[src/rtl/extract_field_sched_pkg.sv]
// Shared definitions for the field-extraction scheduler: FSM state encoding
// and default geometry of the header window and offset table.
package extract_field_sched_pkg;

  localparam int DEF_CANDI_NUM     = 128;
  localparam int DEF_OFFSET_WIDTH  = 7;
  localparam int DEF_EXTRACT_WIDTH = 8;
  localparam int DEF_FIELD_NUM     = 8;

  typedef enum logic [1:0] {
    ST_IDLE    = 2'd0,
    ST_EXTRACT = 2'd1,
    ST_DRAIN   = 2'd2,
    ST_OUT     = 2'd3
  } state_e;

endpackage

[src/rtl/extract_field_sched_if.sv]
// Header, configuration and result signals of the field-extraction scheduler.
// The requester side uses the master modport, the scheduler the slave modport.
interface extract_field_sched_if
  import extract_field_sched_pkg::*;
#(
  parameter int CANDI_NUM     = DEF_CANDI_NUM,
  parameter int OFFSET_WIDTH  = DEF_OFFSET_WIDTH,
  parameter int EXTRACT_WIDTH = DEF_EXTRACT_WIDTH,
  parameter int FIELD_NUM     = DEF_FIELD_NUM
);
  localparam int FIELD_IDX_W = $clog2(FIELD_NUM);

  logic                                 i_hdr_valid;
  logic                                 o_hdr_ready;
  logic [CANDI_NUM*EXTRACT_WIDTH-1:0]   i_hdr_data;
  logic                                 i_cfg_wren;
  logic [FIELD_IDX_W-1:0]               i_cfg_addr;
  logic [OFFSET_WIDTH-1:0]              i_cfg_offset;
  logic                                 i_cfg_cnt_wren;
  logic [FIELD_IDX_W:0]                 i_cfg_cnt;
  logic                                 o_cfg_err;
  logic [FIELD_NUM*EXTRACT_WIDTH-1:0]   o_fields;
  logic [FIELD_NUM-1:0]                 o_field_mask;
  logic                                 o_valid;
  logic                                 i_ready;

  modport master (
    output i_hdr_valid, i_hdr_data, i_cfg_wren, i_cfg_addr, i_cfg_offset,
           i_cfg_cnt_wren, i_cfg_cnt, i_ready,
    input  o_hdr_ready, o_cfg_err, o_fields, o_field_mask, o_valid
  );

  modport slave (
    input  i_hdr_valid, i_hdr_data, i_cfg_wren, i_cfg_addr, i_cfg_offset,
           i_cfg_cnt_wren, i_cfg_cnt, i_ready,
    output o_hdr_ready, o_cfg_err, o_fields, o_field_mask, o_valid
  );

endinterface

[src/rtl/extract_field_sched_unit.sv]
// Registered byte select over the latched header window; one-cycle latency.
// Offsets beyond the window yield zero. The request index travels with the data.
module extract_field_unit #(
  parameter int CANDI_NUM     = 128,
  parameter int OFFSET_WIDTH  = 7,
  parameter int EXTRACT_WIDTH = 8,
  parameter int IDX_W         = 3
) (
  input  logic                               i_clk,
  input  logic                               i_rst_n,
  input  logic [CANDI_NUM*EXTRACT_WIDTH-1:0] i_window,
  input  logic                               i_req,
  input  logic [IDX_W-1:0]                   i_idx,
  input  logic [OFFSET_WIDTH-1:0]            i_offset,
  output logic                               o_vld,
  output logic [IDX_W-1:0]                   o_idx,
  output logic [EXTRACT_WIDTH-1:0]           o_data
);

  logic [EXTRACT_WIDTH-1:0] sel_s;
  logic [EXTRACT_WIDTH-1:0] data_q;
  logic [IDX_W-1:0]         idx_q;
  logic                     vld_q;

  // Entry mux: no entry matches an out-of-window offset, leaving zero.
  always_comb begin
    sel_s = '0;
    for (int k = 0; k < CANDI_NUM; k++) begin
      if (int'(i_offset) == k) begin
        sel_s = i_window[k*EXTRACT_WIDTH +: EXTRACT_WIDTH];
      end else begin
        sel_s = sel_s;
      end
    end
  end

  // Output register stage.
  always_ff @(posedge i_clk or negedge i_rst_n) begin
    if (!i_rst_n) begin
      vld_q  <= 1'b0;
      idx_q  <= '0;
      data_q <= '0;
    end else begin
      vld_q <= i_req;
      if (i_req) begin
        idx_q  <= i_idx;
        data_q <= sel_s;
      end else begin
        idx_q  <= idx_q;
        data_q <= data_q;
      end
    end
  end

  assign o_vld  = vld_q;
  assign o_idx  = idx_q;
  assign o_data = data_q;

endmodule

[src/rtl/extract_field_sched.sv]
// Field-extraction scheduler: latches a header window, walks the offset table
// through one shared extractor and presents the collected fields until consumed.
module extract_field_sched
  import extract_field_sched_pkg::*;
#(
  parameter int CANDI_NUM     = DEF_CANDI_NUM,
  parameter int OFFSET_WIDTH  = DEF_OFFSET_WIDTH,
  parameter int EXTRACT_WIDTH = DEF_EXTRACT_WIDTH,
  parameter int FIELD_NUM     = DEF_FIELD_NUM
) (
  input  logic               i_clk,
  input  logic               i_rst_n,
  extract_field_sched_if.slave bus
);

  localparam int FIELD_IDX_W = $clog2(FIELD_NUM);
  localparam int CNT_W       = FIELD_IDX_W + 1;
  localparam int HDR_W       = CANDI_NUM * EXTRACT_WIDTH;
  localparam int FLD_W       = FIELD_NUM * EXTRACT_WIDTH;

  state_e                  state_q, state_d;
  logic [HDR_W-1:0]        hdr_q, hdr_d;
  logic [OFFSET_WIDTH-1:0] tbl_q  [FIELD_NUM];
  logic [OFFSET_WIDTH-1:0] tbl_d  [FIELD_NUM];
  logic [OFFSET_WIDTH-1:0] snap_q [FIELD_NUM];
  logic [OFFSET_WIDTH-1:0] snap_d [FIELD_NUM];
  logic [CNT_W-1:0]        cnt_q, cnt_d;
  logic [CNT_W-1:0]        n_q, n_d;
  logic [FIELD_IDX_W-1:0]  idx_q, idx_d;
  logic [FLD_W-1:0]        fields_q, fields_d;
  logic [FIELD_NUM-1:0]    mask_q, mask_d;
  logic                    valid_q, rdy_q, err_q, err_d;

  logic                     accept_s;
  logic                     unit_req_s;
  logic                     unit_vld_s;
  logic [FIELD_IDX_W-1:0]   unit_idx_s;
  logic [EXTRACT_WIDTH-1:0] unit_data_s;

  // rdy_q mirrors IDLE except on the first cycle out of reset, when it is low.
  assign accept_s   = bus.i_hdr_valid & rdy_q;
  assign unit_req_s = (state_q == ST_EXTRACT);

  // FSM next state, field count snapshot and issue index.
  always_comb begin
    state_d = state_q;
    n_d     = n_q;
    idx_d   = idx_q;
    case (state_q)
      ST_IDLE: begin
        if (accept_s) begin
          n_d     = (cnt_q > CNT_W'(FIELD_NUM)) ? CNT_W'(FIELD_NUM) : cnt_q;
          idx_d   = '0;
          state_d = (n_d != '0) ? ST_EXTRACT : ST_OUT;
        end else begin
          state_d = ST_IDLE;
        end
      end
      ST_EXTRACT: begin
        if ((CNT_W'(idx_q) + CNT_W'(1)) == n_q) begin
          state_d = ST_DRAIN;
        end else begin
          idx_d = idx_q + FIELD_IDX_W'(1);
        end
      end
      ST_DRAIN: state_d = ST_OUT;
      ST_OUT: begin
        if (bus.i_ready) begin
          state_d = ST_IDLE;
        end else begin
          state_d = ST_OUT;
        end
      end
      default: state_d = ST_IDLE;
    endcase
  end

  // Header latch, result write-back and configuration table updates.
  always_comb begin
    hdr_d    = hdr_q;
    snap_d   = snap_q;
    tbl_d    = tbl_q;
    cnt_d    = cnt_q;
    fields_d = fields_q;
    mask_d   = mask_q;
    err_d    = 1'b0;
    // The accept snapshots the table so a same-cycle write only affects later headers.
    if (accept_s) begin
      hdr_d    = bus.i_hdr_data;
      snap_d   = tbl_q;
      fields_d = '0;
      mask_d   = '0;
    end else if (unit_vld_s) begin
      for (int i = 0; i < FIELD_NUM; i++) begin
        if (unit_idx_s == FIELD_IDX_W'(i)) begin
          fields_d[i*EXTRACT_WIDTH +: EXTRACT_WIDTH] = unit_data_s;
          mask_d[i]                                  = 1'b1;
        end else begin
          mask_d[i] = mask_d[i];
        end
      end
    end else begin
      mask_d = mask_q;
    end
    if (state_q == ST_IDLE) begin
      for (int i = 0; i < FIELD_NUM; i++) begin
        if (bus.i_cfg_wren && (bus.i_cfg_addr == FIELD_IDX_W'(i))) begin
          tbl_d[i] = bus.i_cfg_offset;
        end else begin
          tbl_d[i] = tbl_q[i];
        end
      end
      if (bus.i_cfg_cnt_wren) begin
        cnt_d = bus.i_cfg_cnt;
      end else begin
        cnt_d = cnt_q;
      end
    end else begin
      err_d = bus.i_cfg_wren | bus.i_cfg_cnt_wren;
    end
  end

  // State and datapath registers.
  always_ff @(posedge i_clk or negedge i_rst_n) begin
    if (!i_rst_n) begin
      state_q  <= ST_IDLE;
      hdr_q    <= '0;
      tbl_q    <= '{default: '0};
      snap_q   <= '{default: '0};
      cnt_q    <= '0;
      n_q      <= '0;
      idx_q    <= '0;
      fields_q <= '0;
      mask_q   <= '0;
      valid_q  <= 1'b0;
      rdy_q    <= 1'b0;
      err_q    <= 1'b0;
    end else begin
      state_q  <= state_d;
      hdr_q    <= hdr_d;
      tbl_q    <= tbl_d;
      snap_q   <= snap_d;
      cnt_q    <= cnt_d;
      n_q      <= n_d;
      idx_q    <= idx_d;
      fields_q <= fields_d;
      mask_q   <= mask_d;
      valid_q  <= (state_d == ST_OUT);
      rdy_q    <= (state_d == ST_IDLE);
      err_q    <= err_d;
    end
  end

  extract_field_unit #(
    .CANDI_NUM     (CANDI_NUM),
    .OFFSET_WIDTH  (OFFSET_WIDTH),
    .EXTRACT_WIDTH (EXTRACT_WIDTH),
    .IDX_W         (FIELD_IDX_W)
  ) u_unit (
    .i_clk    (i_clk),
    .i_rst_n  (i_rst_n),
    .i_window (hdr_q),
    .i_req    (unit_req_s),
    .i_idx    (idx_q),
    .i_offset (snap_q[idx_q]),
    .o_vld    (unit_vld_s),
    .o_idx    (unit_idx_s),
    .o_data   (unit_data_s)
  );

  assign bus.o_hdr_ready  = rdy_q;
  assign bus.o_valid      = valid_q;
  assign bus.o_fields     = fields_q;
  assign bus.o_field_mask = mask_q;
  assign bus.o_cfg_err    = err_q;

endmodule

[src/flat_wrapper.sv]
// flat-port wrapper written by rule: the top's interface ports become plain ports
module extract_field_sched_flat import extract_field_sched_pkg::*;
#(
  parameter int CANDI_NUM     = DEF_CANDI_NUM,
  parameter int OFFSET_WIDTH  = DEF_OFFSET_WIDTH,
  parameter int EXTRACT_WIDTH = DEF_EXTRACT_WIDTH,
  parameter int FIELD_NUM     = DEF_FIELD_NUM
)
  (i_clk, i_rst_n, bus_i_hdr_valid, bus_i_hdr_data, bus_i_cfg_wren, bus_i_cfg_addr, bus_i_cfg_offset, bus_i_cfg_cnt_wren, bus_i_cfg_cnt, bus_i_ready, bus_o_hdr_ready, bus_o_cfg_err, bus_o_fields, bus_o_field_mask, bus_o_valid);
  extract_field_sched_if #(.CANDI_NUM(CANDI_NUM), .OFFSET_WIDTH(OFFSET_WIDTH), .EXTRACT_WIDTH(EXTRACT_WIDTH), .FIELD_NUM(FIELD_NUM)) bus_i ();
  input  logic i_clk;
  input  logic i_rst_n;
  input wire logic [$bits(bus_i.i_hdr_valid)-1:0] bus_i_hdr_valid;
  input wire logic [$bits(bus_i.i_hdr_data)-1:0] bus_i_hdr_data;
  input wire logic [$bits(bus_i.i_cfg_wren)-1:0] bus_i_cfg_wren;
  input wire logic [$bits(bus_i.i_cfg_addr)-1:0] bus_i_cfg_addr;
  input wire logic [$bits(bus_i.i_cfg_offset)-1:0] bus_i_cfg_offset;
  input wire logic [$bits(bus_i.i_cfg_cnt_wren)-1:0] bus_i_cfg_cnt_wren;
  input wire logic [$bits(bus_i.i_cfg_cnt)-1:0] bus_i_cfg_cnt;
  input wire logic [$bits(bus_i.i_ready)-1:0] bus_i_ready;
  output wire logic [$bits(bus_i.o_hdr_ready)-1:0] bus_o_hdr_ready;
  output wire logic [$bits(bus_i.o_cfg_err)-1:0] bus_o_cfg_err;
  output wire logic [$bits(bus_i.o_fields)-1:0] bus_o_fields;
  output wire logic [$bits(bus_i.o_field_mask)-1:0] bus_o_field_mask;
  output wire logic [$bits(bus_i.o_valid)-1:0] bus_o_valid;
  assign bus_i.i_hdr_valid = bus_i_hdr_valid;
  assign bus_i.i_hdr_data = bus_i_hdr_data;
  assign bus_i.i_cfg_wren = bus_i_cfg_wren;
  assign bus_i.i_cfg_addr = bus_i_cfg_addr;
  assign bus_i.i_cfg_offset = bus_i_cfg_offset;
  assign bus_i.i_cfg_cnt_wren = bus_i_cfg_cnt_wren;
  assign bus_i.i_cfg_cnt = bus_i_cfg_cnt;
  assign bus_i.i_ready = bus_i_ready;
  assign bus_o_hdr_ready = bus_i.o_hdr_ready;
  assign bus_o_cfg_err = bus_i.o_cfg_err;
  assign bus_o_fields = bus_i.o_fields;
  assign bus_o_field_mask = bus_i.o_field_mask;
  assign bus_o_valid = bus_i.o_valid;
  extract_field_sched #(.CANDI_NUM(CANDI_NUM), .OFFSET_WIDTH(OFFSET_WIDTH), .EXTRACT_WIDTH(EXTRACT_WIDTH), .FIELD_NUM(FIELD_NUM)) u_core (.i_clk(i_clk), .i_rst_n(i_rst_n), .bus(bus_i));
endmodule
[config.mk]
export PLATFORM = sky130hd
export DESIGN_NAME = extract_field_sched_flat
export DESIGN_NICKNAME = d
export VERILOG_FILES = /design/src/rtl/extract_field_sched_pkg.sv /design/src/rtl/extract_field_sched_if.sv /design/src/rtl/extract_field_sched_unit.sv /design/src/rtl/extract_field_sched.sv /design/src/flat_wrapper.sv
export SDC_FILE = /design/constraint.sdc
export NUM_CORES = 2
export LEC_CHECK = 0
export BUFFER_PORTS_ARGS = -buffer_cell sky130_fd_sc_hd__buf_2
export CAP_MARGIN = 20
export CORE_AREA = 2 2 436 438
export CTS_BUF_LIST = sky130_fd_sc_hd__clkbuf_4 sky130_fd_sc_hd__clkbuf_8 sky130_fd_sc_hd__clkbuf_16
export DETAILED_ROUTE_END_ITERATION = 12
export DIE_AREA = 0 0 438 440
export GPL_TIMING_DRIVEN = 0
export PLACE_DENSITY = 0.56
export SLEW_MARGIN = 20
export SYNTH_ARGS = -nofsm -noshare
export SYNTH_HDL_FRONTEND = slang
export SYNTH_SLANG_ARGS = --single-unit
[constraint.sdc]
create_clock -name i_clk -period 6.3 [get_ports i_clk]
set_input_delay 0.315 -clock i_clk [delete_from_list [all_inputs] [get_ports i_clk]]
set_output_delay 0.315 -clock i_clk [all_outputs]
set_load 0.01 [all_outputs]
==> results.tsv <==
metric	value	unit
share of total power in sequential cells	28.6	%
pin count of the biggest net entering global routing	140	
standby leakage power	42.1	nW
kind of critical path	register to register	
worst max-slew margin expressed relative to the limit	5.61	%
maximum count of clock buffers along a single path	3	
Hold Fails Final Rpt	0	
area share of the largest cell type after synthesis	52.0	%
last weighted congestion value of the routability-driven placer	1.10	
startpoint type of the worst setup path	register	
first-pass GRT wire length	615000	um
total die area	193000	um2
area added between synthesis and finish	43.4	%
time the worst path needs with I/O delays and setup	6780	ps
Power Dens Cells	671	nW/um2
Synth warnings	0	
mean number of vias per cell	6.11	
Total Routing Usage GR	47.4	%
Synth Net Count	8332	
initial antenna violation count	77	
cells taking the most area after synthesis	sky130_fd_sc_hd__dfrtp_1, sky130_fd_sc_hd__nand2_1, sky130_fd_sc_hd__a21oi_1, sky130_fd_sc_hd__clkbuf_1, sky130_fd_sc_hd__o21ai_0	
vertical die dimension	440	um
internal power	24.3	mW
count of nets after finishing	10699	
cts bufs inserted	140	
wire length reported by the detailed router	472000	um
endpoint class of the critical path	register	
minimum setup slack in the final design	-480	ps
final cycle utilization of the critical path	108	%
DP Cell Count	10978	
number of synthesized flops with an enable pin	0	
RSZ-0062 raised after global routing	false	
via count of the first global-routing pass	71349	
post-detailed-route wirelength per cell	38.3	um
overall power of the completed layout	57.2	mW
number of standard-cell rows in the floorplan	160	
core area	189000	um2
# DRC	0	
number of DRC markers in iteration 0	11457	
share of post-route cells with drive strength above 1	18.4	%
cell with the most instances after synthesis	sky130_fd_sc_hd__nand2_1	
relative contribution of combinational cells to total power	56.2	%
master of the slowest instance on the critical path	sky130_fd_sc_hd__nor4_1	
post-synthesis async set-or-reset flop share	100	%
switching share of total power	57.5	%
Maximum Capacitance Violations	0	
P_sw	32.9	mW
cell count after synthesis	7287	
clock power share	15.1	%
placed wire-length estimate	351000	um
root buffer selected by CTS	sky130_fd_sc_hd__clkbuf_16	
Seq cells post-synth	1236	
CTS tree	built	
initial core utilization	31.5	%
Final setup viols	8	
max-slew violations	0	
H-tree depth reported by CTS	4	
final core utilization	45.2	%
required time of the critical path	7010	ps
die width	438	um
Port-buffer cells	1118	
count of unique library cells instantiated by Yosys	89	
failing checks	setup timing	
largest incremental delay on the critical path	1010	ps
Post-Syn Area per Cell	8.16	um2
Peak VDD IR	0.677	mV
critical path, cell by cell	buf_2 > buf_4 > mux4_2 > mux2_2 > buf_6 > buf_4 > nand4_1 > buf_2 > nor2_1 > a221o_1 > nor4_1 > o221ai_1 > a221oi_2 > o21ai_1	
area leader, netlist	sky130_fd_sc_hd__dfrtp_1	
number of iterations in the first detailed-routing pass	7	
data arrival time of the critical path	7490	ps
worst-case clock skew	65.5	ps
Min-Delay Path Class	input pin to asynchronous set/reset pin	
gr ovfl total	0	
worst slew pin tran	1400	ps
status	finished, violations left	
sequential area share after synthesis	52.0	%
ranking of synthesized cells by instance count	sky130_fd_sc_hd__nand2_1, sky130_fd_sc_hd__dfrtp_1, sky130_fd_sc_hd__clkbuf_1	
Peak Freq	147	MHz
leading register cell type out of synthesis	sky130_fd_sc_hd__dfrtp_1	
vias after detailed routing	75407	
clock sinks	1236	
largest driver fanout on the critical path	12	
insertion delay to the later sink of the worst-skew pair	880	ps
Top-Level Pins	1119	
number of antenna-violating nets in the routed design	0	
clock transition at the register clock pins on the worst setup and hold paths after CTS	60	ps
combined area of all synthesized cells	59500	um2
final std cells w/o fill	12335	
layer usage:
layer / track usage (%) / wire [um] / up-vias
met3: 20.7 / 63800 / 2348
met4: 40.0 / 49600 / 36
li1: - / - / 29245
met2: 66.5 / 190000 / 6960
met5: 0.968 / 444 / -
met1: 55.4 / 169000 / 36818
cell usage in the layout (no fill, tap or decap), types with 16 or more instances in the layout:
master	synthesis	layout
sky130_fd_sc_hd__buf_4	16	49
sky130_fd_sc_hd__a221o_1	17	17
sky130_fd_sc_hd__a221oi_1	48	47
sky130_fd_sc_hd__o211ai_1	35	35
sky130_fd_sc_hd__o22ai_1	111	111
sky130_fd_sc_hd__clkbuf_8	0	25
sky130_fd_sc_hd__clkbuf_2	0	52
sky130_fd_sc_hd__a2111oi_0	19	16
sky130_fd_sc_hd__clkbuf_4	0	42
sky130_fd_sc_hd__mux2i_1	33	33
sky130_fd_sc_hd__nor4_1	30	23
sky130_fd_sc_hd__o2111ai_1	33	33
sky130_fd_sc_hd__o31ai_1	23	22
sky130_fd_sc_hd__nand2_1	3635	3631
sky130_fd_sc_hd__a31oi_1	53	51
sky130_fd_sc_hd__a22o_1	20	20
sky130_fd_sc_hd__dfrtp_1	1236	1236
sky130_fd_sc_hd__o22a_1	19	19
sky130_fd_sc_hd__a211oi_1	31	30
sky130_fd_sc_hd__buf_2	108	1215
sky130_fd_sc_hd__o21ai_1	16	19
sky130_fd_sc_hd__mux2_2	72	72
sky130_fd_sc_hd__o21ai_0	206	203
sky130_fd_sc_hd__diode_2	0	70
sky130_fd_sc_hd__dlygate4sd3_1	0	1039
sky130_fd_sc_hd__clkbuf_1	334	274
sky130_fd_sc_hd__nand4_1	37	37
sky130_fd_sc_hd__buf_6	8	24
sky130_fd_sc_hd__nor2_1	173	166
sky130_fd_sc_hd__o221ai_1	30	30
sky130_fd_sc_hd__buf_1	40	24
sky130_fd_sc_hd__nand3_1	119	118
sky130_fd_sc_hd__buf_16	0	32
sky130_fd_sc_hd__a21oi_1	281	280
sky130_fd_sc_hd__clkbuf_16	0	142
sky130_fd_sc_hd__and3_1	20	20
sky130_fd_sc_hd__a22oi_1	64	64
sky130_fd_sc_hd__nor3_1	96	84
power by group through the flow:
| stage | Combinational [mW] | Clock, mW | Sequential, mW |
|---|---|---|---|
| after CTS | 28.9 | 8.66 | 16.0 |
| after global placement | 27.1 | 0 | 16.1 |
| after global routing | 31.2 | 8.98 | 16.2 |
| final | 32.2 | 8.66 | 16.4 |
| after detailed placement | 28.1 | 0 | 16.1 |
| after floorplan | 13.1 | 0 | 13.3 |
timing repair:
item,CTS,global route
pin swaps,6,3
buffers inserted,3,6
gates resized for setup,41,19
endpoints found under the setup margin,7,7
hold buffers,1039,0
endpoints found under the hold margin,1390,0
critical path: cells and delay by family (launching register included):
kind                   cells  cell delay [ps]
multiplexers               2              870
AO/OA/AOI/OAI              4             1870
AND/OR/NAND/NOR            3             1700
buffers and inverters      5             1800
flip-flops                 1              330
logic make-up after synthesis:
kind of cell               count (synthesis)  share of synthesized area, %
muxes                                    118                          2.38
DFF                                     1236                          52.0
xor gates and xnor gates                   5                        0.0737
adders and majority gates                  1                        0.0210
and+or+nand+nor                         4202                          28.1
AOI/OAI and AO/OA                       1205                          13.7
buffers and inverters                    520                          3.71
worst paths after layout:
check | startpoint | end | slack [ps] | cells after the start
setup reg to reg | u_core.idx_q[2] | u_core.u_unit.o_data[6] | -480 | 14
setup / recovery | u_core.idx_q[2] | u_core.u_unit.o_data[6] | -480 | 14
max in group asynchronous | i_rst_n | u_core.hdr_q[121] | 3550 | 6
hold reg to reg | u_core.tbl_q[30] | u_core.snap_q[30] | 460 | 2
hold / removal | i_rst_n | u_core.bus.o_fields[54] | 2 | 2
min in group i_clk | bus_i_hdr_data[673] | u_core.hdr_q[673] | 180 | 4
cell type report:
| class | count | area [um2] |
|---|---|---|
| Antenna cell | 70 | 175 |
| Buffer | 503 | 2320 |
| Clock buffer | 196 | 4120 |
| Clock inverter | 46 | 607 |
| Fill cell | 18300 | 103000 |
| Inverter | 14 | 52.6 |
| Multi-Input combinational cell | 5531 | 26600 |
| Sequential cell | 1236 | 30900 |
| Tap cell | 2511 | 3140 |
| Timing Repair Buffer | 2228 | 17300 |
registers in the layout, indices dropped and copies added, names as in the netlist, 2 cells and up:
signal                   cells
u_core.hdr_q              1024
u_core.bus.o_fields         64
u_core.snap_q               56
u_core.tbl_q                56
u_core.bus.o_field_mask      8
u_core.u_unit.o_data         8
u_core.cnt_q                 4
u_core.n_q                   4
u_core.idx_q                 3
u_core.u_unit.o_idx          3
u_core.state_q               2
through the flow:
stage	setup TNS, ps	setup WS, ps	cell area, um2	hold WS (ps)
2_1_floorplan	0	2810	59500	19.4
3_3_place_gp	-	-22850	68200	441
3_5_place_dp	-3470	-1160	69700	270
4_1_cts	-16.0	-16.0	85000	7.42
5_1_grt	0	3.58	85100	62.5
6_report	-2970	-480	85300	1.72
(Power assumes the default switching activity.)
